[src/rtl/matrix_code_enc.sv]
// Streaming encoder for the 4x4 byte matrix code: 16 data bytes in, 32-byte codeword out
// (each row followed by three row checks, then four column parities), with optional fault injection.
module matrix_code_enc #(
   parameter int W              = 8,
   parameter int INJ_EN_DEFAULT = 0
) (
   input  logic         clk,
   input  logic         rst,
   input  logic [W-1:0] din,
   input  logic         din_valid,
   output logic         din_ready,
   output logic [W-1:0] dout,
   output logic         dout_valid,
   input  logic         dout_ready,
   output logic         dout_chk,
   output logic         dout_last,
   input  logic         inj_arm,
   input  logic [3:0]   inj_pos,
   input  logic [W-1:0] inj_mask,
   output logic         busy
);

   typedef enum logic [1:0] {DATA, ROWCHK, COLPAR} state_t;

   state_t       state;
   logic [1:0]   row;
   logic [1:0]   col;
   logic [1:0]   k;
   logic [1:0]   j;
   logic [W-1:0] r [4];
   logic [W-1:0] c [4];
   logic         inj_flag;

   logic         load_ok;
   logic         din_fire;
   logic         inj_hit;
   logic [W-1:0] inj_xor;
   logic [W-1:0] row_chk;

   assign load_ok   = !dout_valid || dout_ready;
   assign din_ready = (state == DATA) && load_ok;
   assign din_fire  = din_valid && din_ready;
   assign inj_hit   = inj_flag && ({row, col} == inj_pos);
   assign inj_xor   = inj_hit ? inj_mask : '0;

   // Each row check leaves out exactly one of the four data bytes of the row.
   always_comb begin
      row_chk = r[0] ^ r[1] ^ r[2];
      case (k)
         2'd1:    row_chk = r[0] ^ r[1] ^ r[3];
         2'd2:    row_chk = r[0] ^ r[2] ^ r[3];
         default: row_chk = r[0] ^ r[1] ^ r[2];
      endcase
   end

   always_ff @(posedge clk) begin
      if (rst) begin
         state      <= DATA;
         row        <= 2'd0;
         col        <= 2'd0;
         k          <= 2'd0;
         j          <= 2'd0;
         for (int i = 0; i < 4; i++) begin
            r[i] <= '0;
            c[i] <= '0;
         end
         inj_flag   <= (INJ_EN_DEFAULT != 0);
         dout       <= '0;
         dout_valid <= 1'b0;
         dout_chk   <= 1'b0;
         dout_last  <= 1'b0;
         busy       <= 1'b0;
      end else begin
         if (dout_valid && dout_ready)
            dout_valid <= 1'b0;

         // A new codeword's first accept can coincide with the previous last byte leaving.
         if (din_fire)
            busy <= 1'b1;
         else if (dout_valid && dout_ready && dout_last)
            busy <= 1'b0;

         if (inj_arm && !busy)
            inj_flag <= 1'b1;

         case (state)
            DATA: begin
               if (din_fire) begin
                  dout       <= din ^ inj_xor;
                  dout_valid <= 1'b1;
                  dout_chk   <= 1'b0;
                  dout_last  <= 1'b0;
                  r[col]     <= din;
                  c[col]     <= c[col] ^ din;
                  if (col == 2'd3) begin
                     state <= ROWCHK;
                     k     <= 2'd0;
                     col   <= 2'd0;
                  end else begin
                     col <= col + 2'd1;
                  end
               end
            end
            ROWCHK: begin
               if (load_ok) begin
                  dout       <= row_chk;
                  dout_valid <= 1'b1;
                  dout_chk   <= 1'b1;
                  dout_last  <= 1'b0;
                  if (k == 2'd2) begin
                     row <= row + 2'd1;
                     if (row == 2'd3) begin
                        state <= COLPAR;
                        j     <= 2'd0;
                     end else begin
                        state <= DATA;
                        col   <= 2'd0;
                     end
                  end else begin
                     k <= k + 2'd1;
                  end
               end
            end
            COLPAR: begin
               if (load_ok) begin
                  dout       <= c[j];
                  dout_valid <= 1'b1;
                  dout_chk   <= 1'b1;
                  dout_last  <= (j == 2'd3);
                  if (j == 2'd3) begin
                     for (int i = 0; i < 4; i++)
                        c[i] <= '0;
                     row      <= 2'd0;
                     col      <= 2'd0;
                     inj_flag <= 1'b0;
                     state    <= DATA;
                  end else begin
                     j <= j + 2'd1;
                  end
               end
            end
            default: state <= DATA;
         endcase
      end
   end

endmodule
[config.mk]
export PLATFORM = sky130hd
export DESIGN_NAME = matrix_code_enc
export DESIGN_NICKNAME = d
export VERILOG_FILES = /design/src/rtl/matrix_code_enc.sv
export SDC_FILE = /design/constraint.sdc
export NUM_CORES = 1
export LEC_CHECK = 0
export CAP_MARGIN = 20
export CORE_UTILIZATION = 59
export DETAILED_ROUTE_END_ITERATION = 10
export PLACE_DENSITY = 0.82
export SYNTH_ARGS = -nofsm -noshare
export SYNTH_HDL_FRONTEND = slang
export SYNTH_SLANG_ARGS = --single-unit
export TNS_END_PERCENT = 30
[constraint.sdc]
create_clock -name clk -period 2.3 [get_ports clk]
set_input_delay 0.46 -clock clk [delete_from_list [all_inputs] [get_ports clk]]
set_output_delay 0.46 -clock clk [all_outputs]
set_load 0.03 [all_outputs]
==> flow_metrics.tcl <==
set metrics [dict create \
    min_period_over_period_pct 96.1 \
    cts_num_sinks 91 \
    status "finished, final reports clean" \
    holdPathEnd "k[1]" \
    end_kind "register" \
    fin_skew_ns 0.00979 \
    syn_inst 454 \
    place_hpwl_um 8680 \
    syn_area_mm2 0.00494 \
    drv_slew 0 \
    synth_ff_type "edfxtp_1" \
    cts_buffer_depth 2 \
    finalHoldViolCount 0 \
    rr_endpoint "dout[3]" \
    nets 551 \
    cts_root_buffer "clkbuf_8" \
    stdcell_area_mm2 0.00583 \
    hold_path.class "register to register" \
    core-area_mm2 0.00818 \
    rrSetupSlack_ns 0.09 \
    drive_above_1_share_pct 13.9 \
    first_global_vias 3743 \
    rsz0062_at_grt "no" \
    wl_per_cell_um 18.6 \
    path_max_fanout 8 \
    fin_crit_ns 2.21 \
    worst_hold_path.num_cells 2 \
    clkLatencyLatePin_ns 0.36 \
    grt_antenna_before_repair 0 \
    drv_cap 0 \
    tightest_slew_ns 0.464 \
    ys_seq_area_share_pct 49.8 \
    synth_fp_nets 491 \
    wl_um 11600 \
    drc_errors 0 \
    fp.dieH_um 93.5 \
    grt_overflow 0 \
    final_cell_mix "edfxtp_1 (64), nor2_1 (42), clkdlybuf4s50_1 (36)" \
    synth_cell_types 49 \
    ys_ff_latch 91 \
    place_ws_ns -0.111 \
    htree_num_levels 3 \
    power_density_mw_per_mm2 928 \
    cts_buffers 9 \
    yosys_warnings 0 \
    ff2ff_path_depth 7 \
    grt_pass1_wl_um 18400 \
    p_leak_nw 2.05 \
    die_area_mm2 0.00875 \
    clk_pin_slew_worst_paths_ns 0.10 \
    die_w_um 93.5 \
    portBuffers 37 \
    required_ns 2.56 \
    start_util_pct 60.5 \
    ant_nets 0 \
    worst_hold_slack_ns 0.488 \
    final-setup-viol-count 0 \
    diodes 0 \
    syn_area_per_cell_um2 10.9 \
    peakVddDrop_mv 0.514 \
    grt_max_degree 21 \
    final_common_cell "edfxtp_1" \
    crit_type "register to register" \
    area_growth_pct 18.1 \
    pin_count 38 \
    dpl_cell_area_mm2 0.00564 \
    rows 33 \
    gp_congestion 0.948 \
    drtIter0Drc 332 \
    grt_use_total_pct 28.1 \
    tritoncts "done" \
    vias 3753 \
    synthArstFlopShare_pct 0 \
    avgViaCountPerCell 6.01 \
    drt_pass1_iterations 5 \
    total_power_mw 5.41 \
    r2r_start "state[0]" \
    startpoint_type "register" \
    layout_setup_ws_ns 0.0905 \
    synth_edf_count 64 \
    cp_data_arrival_time_ns 2.47 \
    min-delay-start "k[1]" \
    max_freq_ghz 0.453 \
    slew_headroom_pct 69.0 \
]
-- worst max path at each step --
| stage | start | to | slack (ns) | depth (start not counted) |
|---|---|---|---|---|
| 2_1_floorplan | dout_ready | r[0][0] | 0.21 | 7 |
| 3_3_place_gp | inj_pos[1] | dout[3] | -0.04 | 6 |
| 3_5_place_dp | dout_ready | c[1][1] | -0.11 | 7 |
| 4_1_cts | state[0] | dout[3] | 0.03 | 6 |
| 5_1_grt | state[0] | dout[3] | 0.007 | 7 |
| 6_report | state[0] | dout[3] | 0.09 | 7 |
-- metal layers --
layer | share of wire (%) | vias up | track usage (%)
met1 | 41 | 1806 | 36.6
met2 | 49 | 147 | 46.8
met4 | 2.9 | 0 | 11.9
met5 | 0 | - | 0
li1 | - | 1769 | -
met3 | 6.6 | 31 | 4.39
-- layout make-up --
cell class,instances,area [um2]
multi-input combinational,333,2360
inverter,9,33.8
fill,613,2340
tap,105,131
clock buffer,9,124
sequential,91,2460
clock inverter,7,60.1
timing repair buffer,70,666
-- cells in the mapped netlist, types with 2 or more instances --
cell	instances	area (um2)
nand3_2	2	20.0
dfxtp_1	27	541
buf_1	2	7.51
mux4_2	8	180
a21oi_1	21	105
and4b_1	8	80.1
a22oi_1	7	52.6
nor3_1	13	65.1
a31oi_1	2	12.5
nand3_1	14	70.1
and2_1	33	206
mux2i_1	18	180
o221ai_1	7	61.3
ha_1	12	150
a31o_1	8	70.1
nand2_1	33	124
o21ai_0	10	50.1
nor2b_1	4	25.0
nor3b_1	9	67.6
nor2_1	42	158
o211ai_1	2	15.0
o31ai_1	2	15.0
nand2b_1	6	37.5
edfxtp_1	64	1920
nand3b_1	2	15.0
or3_1	9	56.3
clkbuf_1	10	37.5
buf_2	7	35.0
inv_1	9	33.8
or2_2	4	25.0
or3b_1	9	78.8
xnor2_1	33	289
-- logic make-up after synthesis --
group | count (synthesis) | share of synthesized area [%]
adder cells (fa/ha/maj) | 12 | 3.04
AND/OR/NAND/NOR | 192 | 21.5
AO/OA/AOI/OAI | 68 | 9.34
multiplexers | 27 | 7.52
buffers and inverters | 30 | 2.63
XOR/XNOR | 34 | 6.18
flip-flops | 91 | 49.8
-- what timing repair did --
item | 4_1_cts | 5_1_grt
hold buffers | 0 | 0
setup endpoints to repair | 0 | 4
resized for setup | 0 | 2
setup buffers | 0 | 0
-- per-stage QoR --
step / instances / util (%) / TNS, ns
2_1_floorplan: 454 / - / 0
3_3_place_gp: 608 / 69.0 / -0.475
3_5_place_dp: 608 / 69.0 / -4.49
4_1_cts: 624 / 71.3 / 0
5_1_grt: 624 / 71.4 / 0
6_report: 624 / 71.4 / 0
-- report_power, final --
group,internal (mW),leakage [nW],switching [mW]
logic,0.970,1.07,1.14
clock network,0.412,0.0913,0.610
registers,2.06,0.885,0.221
-- registers in the layout, summed over array words and instances (netlist names), named ones only --
signal      cells
row             2
dout_last       1
r              32
col             2
j               2
busy            1
dout_chk        1
dout            8
state           2
dout_valid      1
k               2
c              32
inj_flag        1
-- worst max-delay path, stage by stage (launching register included) --
cell	delay [ns]
dfxtp_1	0.40
inv_1	0.11
ha_1	0.30
nand2_1	0.33
o221a_2	0.29
o21ai_1	0.06
or3_1	0.40
a31o_1	0.22
(Power assumes the default switching activity.)
